### src/rtl/uart_ctl_pkg.sv
`default_nettype none
// ============================================================================
// Module   : uart_ctl_pkg
// Purpose  : State encodings and constants shared by the console UART controller
// Revision : 1.0
// ============================================================================
package uart_ctl_pkg;

    typedef enum logic [1:0] {
        T_IDLE   = 2'd0,
        T_REQ    = 2'd1,
        T_SETTLE = 2'd2,
        T_BUSY   = 2'd3
    } tx_state_t;

    typedef enum logic [1:0] {
        R_IDLE = 2'd0,
        R_REQ  = 2'd1,
        R_WAIT = 2'd2,
        R_CAP  = 2'd3
    } rx_state_t;

    // Consecutive full-and-pending cycles tolerated before flagging overflow
    localparam int STALL_LIMIT = 255;

endpackage
`default_nettype wire

### src/rtl/uart_ctl_fifo.sv
`default_nettype none
// ============================================================================
// Module   : uart_ctl_fifo
// Purpose  : DEPTH x 8 circular receive FIFO with registered head storage
// Revision : 1.0
// ============================================================================
module uart_ctl_fifo
    import uart_ctl_pkg::*;
#(
    parameter int DEPTH = 4
) (
    input  logic                   clk,
    input  logic                   reset_n,
    input  logic                   push,
    input  logic [7:0]             push_data,
    input  logic                   pop,
    output logic                   full,
    output logic                   valid,
    output logic [$clog2(DEPTH):0] count,
    output logic [7:0]             head
);

    localparam int AW = $clog2(DEPTH);
    localparam logic [AW:0] FULL_COUNT = DEPTH[AW:0];

    logic [7:0]    mem [DEPTH];
    logic [AW-1:0] wr_ptr;
    logic [AW-1:0] rd_ptr;
    logic          do_push;
    logic          do_pop;

    assign do_push = push && !full;
    assign do_pop  = pop && valid;
    assign full    = (count == FULL_COUNT);
    assign valid   = (count != '0);
    assign head    = mem[rd_ptr];

    // Storage is cleared too so the head output reads zero out of reset
    always_ff @(posedge clk or negedge reset_n) begin
        if (!reset_n) begin
            wr_ptr <= '0;
            rd_ptr <= '0;
            count  <= '0;
            for (int i = 0; i < DEPTH; i++) begin
                mem[i] <= 8'h00;
            end
        end else begin
            if (do_push) begin
                mem[wr_ptr] <= push_data;
                wr_ptr      <= wr_ptr + 1'b1;
            end
            if (do_pop) begin
                rd_ptr <= rd_ptr + 1'b1;
            end
            if (do_push && !do_pop) begin
                count <= count + 1'b1;
            end else if (do_pop && !do_push) begin
                count <= count - 1'b1;
            end
        end
    end

endmodule
`default_nettype wire

### src/rtl/uart_ctl.sv
`default_nettype none
// ============================================================================
// Module   : uart_ctl
// Purpose  : Two-port TX arbiter/sequencer and autonomous RX poller for the console UART
// Revision : 1.0
// ============================================================================
module uart_ctl
    import uart_ctl_pkg::*;
#(
    parameter int RX_DEPTH   = 4,
    parameter int TX_TIMEOUT = 1023
) (
    input  logic       clk,
    input  logic       reset_n,
    input  logic       a_req,
    input  logic [7:0] a_data,
    output logic       a_ack,
    input  logic       b_req,
    input  logic [7:0] b_data,
    output logic       b_ack,
    output logic       tx_req,
    output logic [7:0] tx_data,
    input  logic       tx_ack,
    input  logic       tx_empty,
    output logic       rx_req,
    input  logic       rx_ack,
    input  logic       rx_empty,
    input  logic [7:0] rx_data,
    output logic       rd_valid,
    output logic [7:0] rd_data,
    input  logic       rd_ready,
    output logic       tx_busy,
    output logic       tx_err,
    output logic       rx_ovf
);

    localparam int              CW           = $clog2(RX_DEPTH) + 1;
    localparam logic [CW-1:0]   DEPTH_COUNT  = RX_DEPTH[CW-1:0];
    localparam logic [15:0]     TIMEOUT_LAST = 16'(TX_TIMEOUT - 1);
    localparam logic [7:0]      STALL_MAX    = 8'(STALL_LIMIT);

    // ------------------------------------------------------------------
    // Transmit arbitration and sequencing
    // ------------------------------------------------------------------
    tx_state_t   tx_state;
    logic        gnt_b;
    logic        rr_b;
    logic        pick_b;
    logic [15:0] tx_cnt;

    // Port B wins only when A is silent or the round-robin pointer favours B
    assign pick_b  = b_req && (!a_req || rr_b);
    assign a_ack   = (tx_state == T_REQ) && tx_ack && !gnt_b;
    assign b_ack   = (tx_state == T_REQ) && tx_ack &&  gnt_b;
    assign tx_busy = (tx_state != T_IDLE);

    always_ff @(posedge clk or negedge reset_n) begin
        if (!reset_n) begin
            tx_state <= T_IDLE;
            tx_req   <= 1'b0;
            tx_data  <= 8'h00;
            gnt_b    <= 1'b0;
            rr_b     <= 1'b0;
            tx_cnt   <= '0;
            tx_err   <= 1'b0;
        end else begin
            case (tx_state)
                T_IDLE: begin
                    if (a_req || b_req) begin
                        gnt_b    <= pick_b;
                        rr_b     <= !pick_b;
                        tx_data  <= pick_b ? b_data : a_data;
                        tx_req   <= 1'b1;
                        tx_state <= T_REQ;
                    end
                end
                T_REQ: begin
                    if (tx_ack) begin
                        tx_req   <= 1'b0;
                        tx_state <= T_SETTLE;
                    end
                end
                T_SETTLE: begin
                    // tx_empty still reflects the previous byte this cycle
                    tx_cnt   <= '0;
                    tx_state <= T_BUSY;
                end
                T_BUSY: begin
                    if (tx_empty) begin
                        tx_state <= T_IDLE;
                    end else if (tx_cnt == TIMEOUT_LAST) begin
                        tx_err   <= 1'b1;
                        tx_state <= T_IDLE;
                    end else begin
                        tx_cnt <= tx_cnt + 1'b1;
                    end
                end
                default: tx_state <= T_IDLE;
            endcase
        end
    end

    // ------------------------------------------------------------------
    // Receive polling into the FIFO
    // ------------------------------------------------------------------
    rx_state_t       rx_state;
    logic            fifo_full;
    logic [CW-1:0]   fifo_count;
    logic [7:0]      stall_cnt;
    logic            push;

    assign push = (rx_state == R_CAP);

    // A slot is implicitly reserved from R_REQ to R_CAP: only one byte is ever in flight
    always_ff @(posedge clk or negedge reset_n) begin
        if (!reset_n) begin
            rx_state <= R_IDLE;
            rx_req   <= 1'b0;
        end else begin
            case (rx_state)
                R_IDLE: begin
                    if (!rx_empty && (fifo_count < DEPTH_COUNT)) begin
                        rx_req   <= 1'b1;
                        rx_state <= R_REQ;
                    end
                end
                R_REQ: begin
                    if (rx_ack) begin
                        rx_req   <= 1'b0;
                        rx_state <= R_WAIT;
                    end
                end
                R_WAIT:  rx_state <= R_CAP;
                R_CAP:   rx_state <= R_IDLE;
                default: rx_state <= R_IDLE;
            endcase
        end
    end

    always_ff @(posedge clk or negedge reset_n) begin
        if (!reset_n) begin
            stall_cnt <= 8'h00;
            rx_ovf    <= 1'b0;
        end else if (!fifo_full) begin
            stall_cnt <= 8'h00;
        end else if (!rx_empty) begin
            if (stall_cnt == STALL_MAX) begin
                rx_ovf <= 1'b1;
            end else begin
                stall_cnt <= stall_cnt + 1'b1;
            end
        end
    end

    uart_ctl_fifo #(
        .DEPTH (RX_DEPTH)
    ) u_fifo (
        .clk       (clk),
        .reset_n   (reset_n),
        .push      (push),
        .push_data (rx_data),
        .pop       (rd_ready),
        .full      (fifo_full),
        .valid     (rd_valid),
        .count     (fifo_count),
        .head      (rd_data)
    );

endmodule
`default_nettype wire

### config.mk
export PLATFORM = sky130hd
export DESIGN_NAME = uart_ctl
export DESIGN_NICKNAME = d
export VERILOG_FILES = /design/src/rtl/uart_ctl_pkg.sv /design/src/rtl/uart_ctl_fifo.sv /design/src/rtl/uart_ctl.sv
export SDC_FILE = /design/constraint.sdc
export NUM_CORES = 1
export LEC_CHECK = 0
export CAP_MARGIN = 40
export CORE_ASPECT_RATIO = 0.5
export CORE_MARGIN = 2
export CORE_UTILIZATION = 35
export CTS_CLUSTER_DIAMETER = 150
export CTS_CLUSTER_SIZE = 16
export DETAILED_ROUTE_END_ITERATION = 7
export DONT_BUFFER_PORTS = 1
export HOLD_SLACK_MARGIN = 0.06
export PLACE_DENSITY_LB_ADDON = 0.08
export SYNTH_ARGS = -nofsm -noshare
export SYNTH_HDL_FRONTEND = slang
export SYNTH_SLANG_ARGS = --single-unit
### constraint.sdc
create_clock -name clk -period 3.4 [get_ports clk]
set_input_delay 0.34 -clock clk [delete_from_list [all_inputs] [get_ports clk]]
set_output_delay 0.34 -clock clk [all_outputs]
set_load 0.1 [all_outputs]
==> results.md, run 1 <==
- The H-tree generated during clock tree synthesis spans 3 levels.
- Derived from the worst setup path, the maximum achievable clock frequency is 404 MHz.
- The number of distinct library cells after synthesis is 54.
- STA puts the critical path data arrival time at 2.69 ns.
- The adder-cell share of the synthesized area is 5.75%.
- Cells with a size suffix above 1 make up 22.8% of the layout.
- The standard cell core area is 11100 um^2.
- The portion of synthesized area spent on multiplexers is 18.5%.
- The tree is rooted in a sky130_fd_sc_hd__clkbuf_16.
- The run finished with clean final reports.
- Setup total negative slack on the finished layout was measured at 0 ns.
- The global-route usage over all layers is 14.7%.
- The floorplan die area is 12500 um^2.
- The initial antenna violation count was 0.
- The final hold violation count is 0.
- The wire length of the first global-routing pass is 14100 um.
- The combinational family with the most area after synthesis is multiplexers.
- The count of pins on the block boundary is 57.
- The maximum buffer depth of the clock tree is 2.
- The number of clock buffers added by TritonCTS is 9.
- The async set-or-reset flop fraction in the synthesized netlist is 100%.
- The placed instances occupy a cell area of 4440 um^2.
- The number of clock sinks is 81.
- The portion of synthesized cell area occupied by the leading cell type is 50.1%.
- The total global routing overflow is 0.
- The post-route DRC violation count is 0.
- The max capacitance violation total is 0.
- The routability congestion estimate is 0.779.
- The top layer reached by signal wires is met4.
- Row generation in the floorplan step produced 27 rows.
- On the final layout, the worst clock skew is 0.00446 ns.
- The number of placed instances with taps included is 485.
- Measured against its own limit, the worst slew margin works out to 40.3%.
- The detailed router put a total of 3560 um of wire on met1.
- With fillers left out, the area of the finished cells amounts to 4830 um^2.
- The filler cell count is 1016.
- The final count of pins violating max slew was 0.
- After synthesis, the cell types taking the most area are sky130_fd_sc_hd__dfrtp_1 (50%), sky130_fd_sc_hd__mux2_2 (9.7%), sky130_fd_sc_hd__ha_1 (5.3%), sky130_fd_sc_hd__mux4_2 (4.5%), sky130_fd_sc_hd__mux2i_1 (4.0%).
- The xor and xnor area share after synthesis is 2.60%.
- The worst path uses 72.8% of the clock period.
- The iteration count of the initial detailed-routing pass is 4.
- The transition time at the pin with the least slew margin is 0.895 ns.
- The final layout contains 405 nets.
- Setup repair after global routing left no endpoint under its margin.
- The class of the tightest hold or removal check is in2reg.
- The CTS tree is yes.
- The number of standard cells in the final layout excluding fillers is 504.
- The floorplan die height is 80.0 um.
- The via count of the first global-routing pass is 2784.
- The repair_antennas step left the layout with diodes totalling 0.
- The critical-path maximum fanout is 10.
- The number of vias per cell after detailed routing is 5.37.
- The cell type with the largest total area after synthesis is sky130_fd_sc_hd__dfrtp_1.
- The simple-gate area share of the yosys netlist is 12.2%.
- For this configuration, the core starts out at a cell density of 36.4%.
- After clock tree synthesis, the clock-pin slew on the worst setup and hold paths is 0.06 ns.
- The cell count after synthesis is 336.
- The sort of element at the end of the critical path is a flop.
- The synthesized area per cell is 12.0 um^2.
- In this run the tool buffered the top-level ports with 0 buffer cells.
- The synthesized design contains 0 enable-type register cells.
- The number of nets handed over by synthesis was 387.
- The estimated wirelength of the detail-placed design is 5770 um.
- The most common flop cell mapped by yosys is sky130_fd_sc_hd__dfrtp_1.
- Yosys printed 0 warnings.
- The number of vias in the routed layout is 2706.
- The detailed route wirelength on metal2 is 4120 um.
- The critical path in this run is classified as reg2reg.
- Across all hold checks on the routed design, the worst slack comes to 0.107 ns.
- Summing the areas of all compound-gate instances in the mapped netlist gives 8.94% of the synthesized area.
- The remaining antenna violation count after routing is 0.
- STA classifies the critical path startpoint as a flop.
- The die is 156 um wide.
- For the worst setup path, the data required time is 3.62 ns.
- The clock reaches the later pin of the worst-skew pair after 0.33 ns.
- The iteration-0 DRC count of the detailed router is 101.
- For the finished layout, the period the worst path requires is 2.47 ns.
- Entering global routing, the biggest net connects 82 pins.
- After synthesis the cells add up to 4050 um^2.
- Summed over all nets, wire length on met3 after detailed routing comes to 374 um.
- The average detailed-routed wire length per instance is 16.2 um.
- Relative to the synthesized area, the layout overhead comes to 19.4%.
- The total setup violations reported at the end of the flow is 0.
- After synthesis the netlist holds a flip-flop and latch count of 81.
- The proportion of synthesized chip area in sequential cells is 50.1%.
- After detailed routing, the total wire length is 8180 um.
critical path: stages (launching register included):
cell,delay (ns)
sky130_fd_sc_hd__dfrtp_1,0.43
sky130_fd_sc_hd__or3b_2,0.61
sky130_fd_sc_hd__and2_1,0.30
sky130_fd_sc_hd__ha_1,0.25
sky130_fd_sc_hd__inv_1,0.08
sky130_fd_sc_hd__fa_1,0.41
sky130_fd_sc_hd__mux2_2,0.27
final timing paths:
kind	endpoint	depth (start not counted)	start	slack [ns]
worst max-delay path	u_fifo.count[1]	6	u_fifo.count[0]	0.93
worst min-delay path	rx_req	1	rx_ack	0.11
worst max register to register	u_fifo.count[1]	6	u_fifo.count[0]	0.93
worst min register to register	tx_cnt[15]	1	tx_cnt[15]	0.49
max in group asynchronous	u_fifo.count[0]	2	reset_n	2.48
min in group asynchronous	tx_cnt[3]	2	reset_n	0.54
cell families (layout without fill, tap and decap cells):
logic type | after synthesis | after routing
simple gates | 95 | 95
buf+inv | 20 | 43
flops | 81 | 81
xor+xnor | 12 | 12
fa+ha+maj | 18 | 18
compound gates | 50 | 50
mux | 60 | 60
metal layers:
metal	vias to the layer above	GRT usage (%)
met5	-	0
met4	0	5.14
met3	17	5.05
met2	45	24.6
met1	1388	17.9
li1	1256	-
cell type report:
| type | count | area (um^2) | share of cell area [%] |
|---|---|---|---|
| clock buffers | 14 | 264 | 5.46 |
| clock inverters | 2 | 60.1 | 1.24 |
| inverters | 12 | 45.0 | 0.932 |
| multi-input cells | 235 | 1940 | 40.2 |
| flip-flops and latches | 81 | 2030 | 41.9 |
| well taps | 145 | 181 | 3.75 |
| repair buffers | 15 | 310 | 6.42 |
layout by cell type (no fill, tap or decap), types with 8 or more instances in the layout:
master,netlist,final
sky130_fd_sc_hd__mux2_2,35,35
sky130_fd_sc_hd__xnor2_1,10,10
sky130_fd_sc_hd__buf_16,0,9
sky130_fd_sc_hd__mux2i_1,16,16
sky130_fd_sc_hd__clkbuf_16,0,9
sky130_fd_sc_hd__inv_1,12,12
sky130_fd_sc_hd__nor2_1,13,12
sky130_fd_sc_hd__dfrtp_1,81,81
sky130_fd_sc_hd__ha_1,17,17
sky130_fd_sc_hd__nand2_1,36,36
sky130_fd_sc_hd__mux4_2,8,8
sky130_fd_sc_hd__nand3_1,10,10
sky130_fd_sc_hd__o21ai_0,19,19
synth_stat cells (4+ instances only):
cell type and n:
sky130_fd_sc_hd__nor3_1 6, sky130_fd_sc_hd__mux4_2 8, sky130_fd_sc_hd__a21oi_1 4, sky130_fd_sc_hd__mux2_2 35, sky130_fd_sc_hd__o21ai_0 19, sky130_fd_sc_hd__nor2_1 13, sky130_fd_sc_hd__xnor2_1 10, sky130_fd_sc_hd__a211oi_1 4
sky130_fd_sc_hd__inv_1 12, sky130_fd_sc_hd__dfrtp_1 81, sky130_fd_sc_hd__nand3_1 10, sky130_fd_sc_hd__nand2b_1 4, sky130_fd_sc_hd__clkbuf_1 4, sky130_fd_sc_hd__mux2i_1 16, sky130_fd_sc_hd__a31oi_1 6, sky130_fd_sc_hd__nand2_1 36
sky130_fd_sc_hd__ha_1 17
sequential cells by signal, summed over array words and instances (netlist names), 2 cells and up:
signal,cells
u_fifo.mem,32
tx_cnt,16
stall_cnt,8
tx_data,8
u_fifo.count,3
rx_state,2
tx_state,2
u_fifo.rd_ptr,2
u_fifo.wr_ptr,2
timing repair:
| item | in CTS | in global routing |
|---|---|---|
| endpoints found under the hold margin | 81 | 0 |
| setup buffers | 0 | 0 |
| gates resized for setup | 0 | 0 |
| hold buffers | 2 | 0 |
through the flow:
| stage | worst slack (ns) | utilization [%] |
|---|---|---|
| after floorplan | 0.841 | - |
| after global placement | 1.00 | 37.9 |
| after detailed placement | 0.922 | 40.0 |
| after CTS | 0.912 | 43.2 |
| after global routing | 0.807 | 43.5 |
| final | 0.925 | 43.5 |
Power of run 1 is not shown: default switching activity piles up to over one toggle a cycle in this logic, so the estimate is an artifact.
==> inputs of run 2 (changes only) <==
- clock period: 3.4 -> 2.3 ns (I/O delays scaled with it)
==> results.md, run 2 (synthesis results as in run 1) <==
- Summed over all failing endpoints, the final setup total negative slack is 0 ns.
- The horizontal die dimension is 156 um.
- The total number of H-tree levels is 3.
- STA puts the critical path data arrival time at 2.43 ns.
- Traced cell by cell, the critical path runs through ha_1, or4b_4, or4_4, and3_1, a211oi_1.
- The cell sitting at the root of the clock tree is a sky130_fd_sc_hd__clkbuf_16.
- Dividing the final minimum period by the clock period gives 94.7%.
- The worst path required time is 2.55 ns.
- The run finished with clean final reports.
- The post-route DRC violation count is 0.
- The initial antenna violation count came to 0.
- After clock tree synthesis, the clock-pin slew on the worst setup and hold paths is 0.06 ns.
- Global routing used 14.4% of the available tracks across all layers.
- In this run the remaining antenna-violating nets after routing total 0.
- For this design the top-level I/O count stands at 57.
- The number of clock sinks is 81.
- At the pin with the least slew margin, the transition time is 0.892 ns.
- Entering global routing, the biggest net connects 82 pins.
- The layout overhead on the synthesized area is 21.3%.
- The total global routing overflow is 0.
- The top cell types in the final layout, fill and taps aside, are sky130_fd_sc_hd__dfrtp_1 (81), sky130_fd_sc_hd__nand2_1 (36), sky130_fd_sc_hd__mux2_2 (35).
- Once routing completed, OpenROAD measured the worst setup slack at 0.122 ns.
- The routability congestion estimate is 0.803.
- The max capacitance violation total is 0.
- After the first detailed-routing iteration, the DRC count stood at 89.
- The floorplan die height is 80.0 um.
- The count of buffers from port buffering is 0.
- For this block, the routed nets add up to 8200 um of wire.
- The total clock buffers created by CTS is 9.
- The worst pin sits at a relative slew slack of 40.5%.
- The setup slack at placement is 0.150 ns.
- Leaving out fill and tap cells, the most frequent cell in the layout is sky130_fd_sc_hd__dfrtp_1.
- The highest-delay cell along the critical path is sky130_fd_sc_hd__or4_4.
- The class of the tightest hold or removal check is in2reg.
- The maximum buffer depth of the clock tree is 2.
- The number of gates resized after CTS was 0.
- The estimated wirelength of the detail-placed design is 5890 um.
- The flip-flop count of the largest register, all copies and words added is 32.
- The final count of pins violating max slew is 0.
- The startpoint type of the worst setup path is a flop.
- By startpoint and endpoint, the worst setup path is classified as reg2reg.
- Before antenna repair, the detailed router went through 4 iterations.
- The largest stage delay on the critical path is 0.54 ns.
- The average detailed-routed wire length per instance is 15.4 um.
- For this configuration, the core starts out at a cell density of 36.4%.
- Setup repair after global routing left no endpoint under its margin.
- The post-detailed-placement cell area is 4460 um^2.
- After the last flow step, the layout net total stands at 433.
- Row generation in the floorplan step produced 27 rows.
- The total setup violations reported at the end of the flow is 0.
- The clock latency at the later pin of the worst-skew pair is 0.34 ns.
- The wire length of the first global-routing pass is 13900 um.
- The share of layout cells above drive strength 1 is 26.9%.
- Dividing the detail-routed via count by the number of cells gives 5.17.
- The CTS tree is yes.
- Summing all non-filler instances in the final layout gives an area of 4910 um^2.
- The die covers 12500 um^2.
- The register with the most flip-flops in the final layout is u_fifo.mem.
- The repair_antennas step left the layout with diodes totalling 0.
- The via count of the first global-routing pass is 2826.
- The largest registers in the layout are u_fifo.mem: 32 flops, tx_cnt: 16 flops.
- Subtracting the final worst setup slack from the clock period gives 2.18 ns.
- The post-route clock skew is 0.00718 ns.
- The final hold violation count was 0.
- The smallest hold slack is 0.0734 ns.
- Of all nets on the critical path, the largest fanout is 6.
- The number of vias in the routed layout is 2748.
- The highest clock frequency the design can meet is 459 MHz.
- The sort of element at the end of the critical path is a flop.
- After floorplanning, the core was sized to cover 11100 um^2.
[run 2: per-stage QoR]
stage,cells,util [%]
after floorplan,336,-
after global placement,503,39.9
after detailed placement,504,40.1
after CTS,532,44.2
after global routing,532,44.2
final,532,44.2
[run 2: metal layers]
metal / GRT usage, % / part of all wire, %
met5: 0 / 0
met1: 17.3 / 45
met4: 4.59 / 1.2
met3: 4.99 / 4.8
met2: 24.5 / 49
[run 2: what timing repair did]
action / 4_1_cts / 5_1_grt
hold buffers: 12 / 0
hold endpoints to repair: 115 / 0
buffers inserted: 0 / 0
[run 2: final timing paths]
check                                   end  slack (ns)  depth (start not counted)  startpoint
setup / recovery                  tx_cnt[6]        0.12                          5   tx_cnt[1]
hold / removal             u_fifo.rd_ptr[0]        0.07                          2    rd_ready
setup reg to reg                  tx_cnt[6]        0.12                          5   tx_cnt[1]
hold reg to reg                  tx_cnt[15]        0.48                          1  tx_cnt[15]
max in group asynchronous        tx_cnt[11]        1.52                          2     reset_n
min in group asynchronous      stall_cnt[2]        0.45                          2     reset_n
[run 2: worst max-delay path, delay by kind of cell (launching register included)]
kind / cells / cell delay (ns)
AOI/OAI and AO/OA: 1 / 0.22
adders and majority gates: 1 / 0.18
DFF: 1 / 0.44
and+or+nand+nor: 3 / 1.24
[run 2: final cells by class]
| type | count | area, um^2 |
|---|---|---|
| Fill cell | 1019 | 6200 |
| Inverter | 12 | 45.0 |
| Tap cell | 145 | 181 |
| Timing Repair Buffer | 43 | 390 |
| Sequential cell | 81 | 2030 |
| Clock buffer | 11 | 253 |
| Clock inverter | 5 | 61.3 |
| Multi-Input combinational cell | 235 | 1950 |
Power of run 2 is left out for the same reason.
